--- config.mk ---
export PLATFORM = sky130hd
export DESIGN_NAME = mppt_po_controller
export DESIGN_NICKNAME = d
export VERILOG_FILES = /design/src/rtl/mppt_po_controller_pkg.sv /design/src/rtl/mppt_po_controller_pwm_gen.sv /design/src/rtl/mppt_po_controller.sv
export SDC_FILE = /design/constraint.sdc
export NUM_CORES = 1
export LEC_CHECK = 0
export CAP_MARGIN = 20
export CORE_UTILIZATION = 35
export DETAILED_ROUTE_END_ITERATION = 6
export PLACE_DENSITY = 0.5
export SYNTH_ARGS = -nofsm -noshare
export SYNTH_HDL_FRONTEND = slang
export SYNTH_SLANG_ARGS = --single-unit
export TNS_END_PERCENT = 20
--- constraint.sdc ---
create_clock -name clk -period 14.8 [get_ports clk]
set_input_delay 2.96 -clock clk [delete_from_list [all_inputs] [get_ports clk]]
set_output_delay 2.96 -clock clk [all_outputs]
set_load 0.02 [all_outputs]
--- src/rtl/mppt_po_controller_pkg.sv ---
// mppt_po_controller_pkg: shared FSM state encoding, default duty/step constants
// and the ADC sample clamp used by the perturb-and-observe MPPT controller.
package mppt_po_controller_pkg;

    typedef enum logic [2:0] {
        IDLE, REQ_V, WAIT_V, REQ_I, WAIT_I, CALC, UPDATE, SETTLE
    } state_e;

    localparam int DUTY_W_DEF    = 10;
    localparam int DUTY_INIT_DEF = 512;
    localparam int DUTY_MIN_DEF  = 64;
    localparam int DUTY_MAX_DEF  = 960;
    localparam int STEP_DEF      = 4;

    // Negative readings carry no power information, so they count as zero.
    function automatic logic [14:0] clamp_sample(input logic [15:0] s);
        return s[15] ? 15'd0 : s[14:0];
    endfunction

endpackage

--- src/rtl/mppt_po_controller_pwm_gen.sv ---
// pwm_gen: free-running PWM with a shadow duty register reloaded only at the wrap.
// Ports: clk, rst_n (async active-low), duty_i (committed duty), pwm_o (gate drive).
module pwm_gen
    import mppt_po_controller_pkg::*;
#(
    parameter int DUTY_W    = DUTY_W_DEF,
    parameter int DUTY_INIT = DUTY_INIT_DEF
) (
    input  logic              clk,
    input  logic              rst_n,
    input  logic [DUTY_W-1:0] duty_i,
    output logic              pwm_o
);

    logic [DUTY_W-1:0] cnt_q, cnt_d, act_q, act_d;
    logic              pwm_q;

    always_comb begin
        cnt_d = cnt_q + 1'b1;
        act_d = (&cnt_q) ? duty_i : act_q;
    end

    // pwm_q is computed from the next counter/active values so it lines up
    // with the counter it describes while still resetting to 0.
    always_ff @(posedge clk or negedge rst_n) begin
        if (!rst_n) begin
            cnt_q <= '0;
            act_q <= DUTY_W'(DUTY_INIT);
            pwm_q <= 1'b0;
        end else begin
            cnt_q <= cnt_d;
            act_q <= act_d;
            pwm_q <= cnt_d < act_d;
        end
    end

    assign pwm_o = pwm_q;

endmodule

--- src/rtl/mppt_po_controller.sv ---
// mppt_po_controller: perturb-and-observe MPPT loop sampling array V and I,
// stepping the converter duty toward higher power, and driving the PWM gate.
// Ports: clk, rst_n (async active-low), mppt_en (run level), adc_data/adc_valid
// (sample in), adc_enable/adc_chan (conversion request), duty (committed duty),
// pwm_out (gate), busy (not IDLE), adc_err (one-cycle ADC timeout pulse).
module mppt_po_controller
    import mppt_po_controller_pkg::*;
#(
    parameter int DUTY_W      = DUTY_W_DEF,
    parameter int DUTY_INIT   = DUTY_INIT_DEF,
    parameter int DUTY_MIN    = DUTY_MIN_DEF,
    parameter int DUTY_MAX    = DUTY_MAX_DEF,
    parameter int STEP        = STEP_DEF,
    parameter int SETTLE_CYC  = 1000,
    parameter int TIMEOUT_CYC = 65535
) (
    input  logic              clk,
    input  logic              rst_n,
    input  logic              mppt_en,
    input  logic [15:0]       adc_data,
    input  logic              adc_valid,
    output logic              adc_enable,
    output logic              adc_chan,
    output logic [DUTY_W-1:0] duty,
    output logic              pwm_out,
    output logic              busy,
    output logic              adc_err
);

    localparam int CNT_MAX = SETTLE_CYC > TIMEOUT_CYC ? SETTLE_CYC : TIMEOUT_CYC;
    localparam int CNT_W   = $clog2(CNT_MAX + 1);
    localparam logic [DUTY_W-1:0] MAX_V  = DUTY_W'(DUTY_MAX);
    localparam logic [DUTY_W-1:0] MIN_V  = DUTY_W'(DUTY_MIN);
    localparam logic [DUTY_W-1:0] STEP_V = DUTY_W'(STEP);
    localparam logic [DUTY_W-1:0] HI_LIM = DUTY_W'(DUTY_MAX - STEP);
    localparam logic [DUTY_W-1:0] LO_LIM = DUTY_W'(DUTY_MIN + STEP);
    localparam logic [CNT_W-1:0]  TO_END = CNT_W'(TIMEOUT_CYC - 1);
    localparam logic [CNT_W-1:0]  ST_END = CNT_W'(SETTLE_CYC - 1);

    state_e            state_q, state_d;
    logic [CNT_W-1:0]  cnt_q, cnt_d;
    logic [14:0]       v_q, v_d, i_q, i_d;
    logic [29:0]       power_q, power_d, prev_q, prev_d;
    logic [DUTY_W-1:0] duty_q, duty_d;
    logic              dir_q, dir_d, lt_q, lt_d, eq_q, eq_d, err_q, err_d;
    logic              dir_n, sat_hi, sat_lo;

    // Direction after the power comparison; a step that would leave the
    // clamp window saturates and reverses that direction once more.
    assign dir_n  = lt_q ? ~dir_q : dir_q;
    assign sat_hi = dir_n && duty_q > HI_LIM;
    assign sat_lo = !dir_n && duty_q < LO_LIM;

    always_comb begin
        state_d = state_q;
        cnt_d   = cnt_q;
        v_d     = v_q;
        i_d     = i_q;
        power_d = power_q;
        prev_d  = prev_q;
        duty_d  = duty_q;
        dir_d   = dir_q;
        lt_d    = lt_q;
        eq_d    = eq_q;
        err_d   = 1'b0;
        case (state_q)
            IDLE:   state_d = mppt_en ? REQ_V : IDLE;
            REQ_V: begin
                state_d = WAIT_V;
                cnt_d   = '0;
            end
            WAIT_V: begin
                if (adc_valid) begin
                    v_d     = clamp_sample(adc_data);
                    state_d = REQ_I;
                end else if (cnt_q == TO_END) begin
                    state_d = IDLE;
                    err_d   = 1'b1;
                end else begin
                    cnt_d = cnt_q + 1'b1;
                end
            end
            REQ_I: begin
                state_d = WAIT_I;
                cnt_d   = '0;
            end
            WAIT_I: begin
                if (adc_valid) begin
                    i_d     = clamp_sample(adc_data);
                    state_d = CALC;
                end else if (cnt_q == TO_END) begin
                    state_d = IDLE;
                    err_d   = 1'b1;
                end else begin
                    cnt_d = cnt_q + 1'b1;
                end
            end
            CALC: begin
                power_d = {15'd0, v_q} * {15'd0, i_q};
                lt_d    = power_d < prev_q;
                eq_d    = power_d == prev_q;
                state_d = UPDATE;
            end
            UPDATE: begin
                if (!eq_q) begin
                    duty_d = sat_hi ? MAX_V : sat_lo ? MIN_V :
                             dir_n ? duty_q + STEP_V : duty_q - STEP_V;
                    dir_d  = (sat_hi || sat_lo) ? ~dir_n : dir_n;
                end
                prev_d  = power_q;
                cnt_d   = '0;
                state_d = SETTLE;
            end
            SETTLE: begin
                if (cnt_q == ST_END) state_d = mppt_en ? REQ_V : IDLE;
                else cnt_d = cnt_q + 1'b1;
            end
            default: state_d = IDLE;
        endcase
    end

    always_ff @(posedge clk or negedge rst_n) begin
        if (!rst_n) begin
            state_q <= IDLE;
            cnt_q   <= '0;
            v_q     <= '0;
            i_q     <= '0;
            power_q <= '0;
            prev_q  <= '0;
            duty_q  <= DUTY_W'(DUTY_INIT);
            dir_q   <= 1'b1;
            lt_q    <= 1'b0;
            eq_q    <= 1'b0;
            err_q   <= 1'b0;
        end else begin
            state_q <= state_d;
            cnt_q   <= cnt_d;
            v_q     <= v_d;
            i_q     <= i_d;
            power_q <= power_d;
            prev_q  <= prev_d;
            duty_q  <= duty_d;
            dir_q   <= dir_d;
            lt_q    <= lt_d;
            eq_q    <= eq_d;
            err_q   <= err_d;
        end
    end

    assign adc_enable = state_q inside {REQ_V, WAIT_V, REQ_I, WAIT_I};
    assign adc_chan   = state_q inside {REQ_I, WAIT_I};
    assign busy       = state_q != IDLE;
    assign adc_err    = err_q;
    assign duty       = duty_q;

    pwm_gen #(.DUTY_W(DUTY_W), .DUTY_INIT(DUTY_INIT)) u_pwm (
        .clk    (clk),
        .rst_n  (rst_n),
        .duty_i (duty_q),
        .pwm_o  (pwm_out)
    );

endmodule

==> summary.txt <==
Status
  – Status: complete, no violations

Detailed routing
  – Antenna Nets Post-Route: 0
  – WL/cell: around 16 µm
  – Via Count: about 11k
  – DR iter-0 viols: roughly 540
  – # DRC: 0
  – Total wire length: 35720 µm
  – DR pass1 iterations: 5
  – Vias/cell: slightly below 5

Clock tree
  – Clock transition at path regs: approximately 0.060 ns
  – Clock latency at the later pin of the worst-skew pair: around 0.48 ns
  – Root Buffer: clkbuf_16
  – CTS Buf Count: 17
  – Post-CTS Hold Buffers: 0
  – H-tree levels: 4
  – Clock Sinks: 142
  – Postcts setup bufs: 0
  – Clock Path Buffers: 2
  – TritonCTS clock tree: yes
  – Post-cts resize count: 0

STA
  – Setup Skew: about 0.013 ns
  – Final hold vios: 0
  – Setup violations, final: 0
  – Fmax: 131.5 MHz
  – Headroom to the max-slew limit: 0.3134
  – RSZ-0062 raised after global routing: false
  – Least-Margin Pin Slew: between 1 and 1.5 ns
  – Tcrit/Tclk final: 0.5137
  – Final TNS setup: 0 ns
  – WHS: around 0.47 ns
  – Max Transition Viols Final: 0
  – Min Tclk post-route: 7.603 ns

Yosys
  – Async SR Flop Fraction: 1.000
  – FF+latch count, synth: approximately 140
  – Mapped cell area: about 0.015 mm²
  – Post-Syn Instances: between 1.5k and 2k
  – Synth warn: 0
  – Syn Area/Cell: 9.180 µm²
  – Synth area leaders: dfrtp_1, fa_1, ha_1, inv_1, and2_1
  – Post-synth EDFFs: 0
  – Register area share after synthesis: 0.2346
  – Synth area leader: dfrtp_1
  – Dominant synthesized flop cell: dfrtp_1
  – Yosys cell types: 76
  – Synth top area share: 0.2294

Placement
  – DP HPWL: approximately 27000 µm
  – PortBufs: 32
  – Final GP Congestion: just over 0.8

Layout
  – Layout cell share with drive strength beyond 1: 0.06057
  – Syn-to-layout area delta: 9.059%
  – Final nets: approximately 2k
  – Ant. Diodes: 0

Power and ir drop
  – Pwr per Cell Area: roughly 50 mW/mm²
  – Sw Share: 0.2535
  – Gate power share: 0.021
  – Leakage power: roughly 8.3 nW
  – P_sw: around 210 µW
  – Sequential share of power: 0.469
  – Clock Power Share: 0.511
  – Largest vdd supply drop: 52.28 µV
  – Power Internal: around 620 µW

Setup path
  – Req. time, crit path: approximately 15 ns
  – CP Class: flip-flop to flip-flop
  – Reg2reg path depth: 27
  – Startpoint Class: flip-flop
  – R2r setup slk: a little over 7 ns
  – Crit-path max FO: 16
  – CP Capture Type: flip-flop
  – Crit path DAT: between 7 and 8 ns

Die
  – Die ar.: 0.04417 mm²
  – Num rows: 75
  – Core Footprint: approximately 0.042 mm²
  – Die Ht: 210.2 µm
  – Initial core utilization: 0.3583
  – I/O pin total: 35
  – Die width: between 200 and 250 µm

Global route
  – Total GRT Usage: 0.1757
  – GRT Residual Overflow: 0
  – Largest net degree at the start of global routing: between 70 and 80
  – Initial antenna violation count: 0
  – Vias in the first global route: between 10k and 15k
  – First-pass GRT wire length: 60820 µm

Run
  – Max-cap violations: 0

Hold path
  – Hold Path Cell Cnt: 2
  – Hold Crit Class: flip-flop to flip-flop
routing by layer:
| layer | vias up | track usage | routed length [µm] |
|---|---|---|---|
| met1 | 5607 | 0.2429 | 17130 |
| met5 | - | 0 | 0 |
| met2 | 157 | 0.2835 | 17070 |
| met3 | 26 | 0.03322 | 1117 |
| met4 | 0 | 0.04153 | 401 |
| li1 | 5291 | - | - |
power by group through the flow:
stage / Combinational [mW] / Sequential (mW) / Clock, mW
4_1_cts: 0.0183 / 0.388 / 0.440
6_report: 0.0171 / 0.388 / 0.423
3_5_place_dp: 0.0182 / 0.395 / 0
2_1_floorplan: 0.00338 / 0.395 / 0
5_1_grt: 0.0198 / 0.388 / 0.452
3_3_place_gp: 0.0182 / 0.395 / 0
layout by cell type, fill, tap and decap left out, drive strengths merged, types with 13 or more instances in the layout:
cell type and count:
xor2 13, a21oi 55, dfrtp 139, inv 281, clkbuf 18, nor2 47
a21o 20, and2 152, ha 142, a31oi 16, nand2b 21, nand2 198
nand3 40, o21ai 63, clkdlybuf4s50 31, mux2 40, nand4 27, fa 168
nor3 14, xnor2 25
final timing paths:
path	to	start
max	lt_q$_DFFE_PN0P_	v_q[5]$_DFFE_PN0P_
min	power_q[5]$_DFFE_PN0P_	power_q[5]$_DFFE_PN0P_
max reg2reg	lt_q$_DFFE_PN0P_	v_q[5]$_DFFE_PN0P_
min reg2reg	power_q[5]$_DFFE_PN0P_	power_q[5]$_DFFE_PN0P_
max in group asynchronous	v_q[1]$_DFFE_PN0P_	rst_n
min in group asynchronous	duty[6]$_DFFE_PN0P_	rst_n
per-stage QoR:
step | util | std cells | setup slack (ns) | power (mW) | area, µm²
global route | 0.3908 | 2228 | 6.706 | 0.8598 | 16540
finish | 0.3908 | 2228 | 7.197 | 0.8281 | 16540
floorplan | - | 1653 | 7.908 | 0.3988 | 15170
detailed placement | 0.3775 | 2196 | 7.207 | 0.4135 | 15980
global placement | 0.3768 | 2195 | 7.272 | 0.4135 | 15950
CTS | 0.3908 | 2228 | 7.187 | 0.8467 | 16540
critical path: stages, from the launching register on:
cell and delay (ns):
dfrtp_1 0.63, and2_1 0.31, fa_1 0.53, inv_1 0.05, fa_1 0.53, inv_1 0.05
fa_1 0.50, inv_1 0.05, fa_1 0.47, inv_1 0.05, fa_1 0.53, inv_1 0.05
fa_1 0.53, inv_1 0.04, ha_1 0.40, nand2_1 0.10, o21ai_0 0.14, or3_1 0.40
o21ai_1 0.30, o21bai_1 0.14, xor2_1 0.16, ha_1 0.29, nand4_1 0.11, or3_1 0.41
nor2_1 0.17, a221oi_1 0.11, a31oi_1 0.32, o41ai_1 0.10
cells by family after synthesis:
logic type	count (synthesis)	share of synthesized area
DFF	142	0.2346
xor gates and xnor gates	38	0.02195
and+or+nand+nor	539	0.1798
adders and majority gates	310	0.3389
other	1	0.0002473
buffers and inverters	346	0.08803
muxes	49	0.03589
AOI/OAI and AO/OA	227	0.1007
state kept, by name, summed over array words and instances, names as in the netlist:
signal	flops
state_q	3
dir_q	1
prev_q	30
i_q	15
duty	8
lt_q	1
u_pwm.act_q	10
eq_q	1
u_pwm.pwm_o	1
u_pwm.cnt_q	10
power_q	30
cnt_q	16
adc_err	1
v_q	15
layout make-up:
| cell class | instances | area [µm²] |
|---|---|---|
| repair buffers | 39 | 394.1 |
| clock inverters | 14 | 125.1 |
| well taps | 577 | 721.9 |
| clock buffers | 18 | 439.2 |
| fillers | 4306 | 25780 |
| flip-flops and latches | 142 | 3557 |
| inverters | 273 | 1025 |
| multi-input cells | 1165 | 10280 |
Yosys cell counts (all sizes together) (3+ instances only):
| cell | instances |
|---|---|
| inv | 273 |
| mux2 | 40 |
| a211o | 5 |
| or4 | 4 |
| and2 | 152 |
| o41ai | 3 |
| fa | 168 |
| a21boi | 3 |
| nor3 | 14 |
| nor2 | 47 |
| o21ai | 63 |
| nor2b | 7 |
| xor2 | 13 |
| a21o | 20 |
| o21bai | 3 |
| o21a | 5 |
| a41oi | 4 |
| o211ai | 12 |
| o31a | 3 |
| and3 | 11 |
| nand3 | 40 |
| xnor2 | 25 |
| a311oi | 3 |
| nand4 | 27 |
| or2 | 3 |
| dfrtp | 139 |
| clkbuf | 57 |
| or3 | 6 |
| dfstp | 3 |
| a31oi | 16 |
| mux2i | 9 |
| o221ai | 3 |
| ha | 142 |
| a21oi | 55 |
| buf | 16 |
| o31ai | 5 |
| nand2 | 198 |
| nand2b | 21 |
Power figures use the tool's default switching activity.
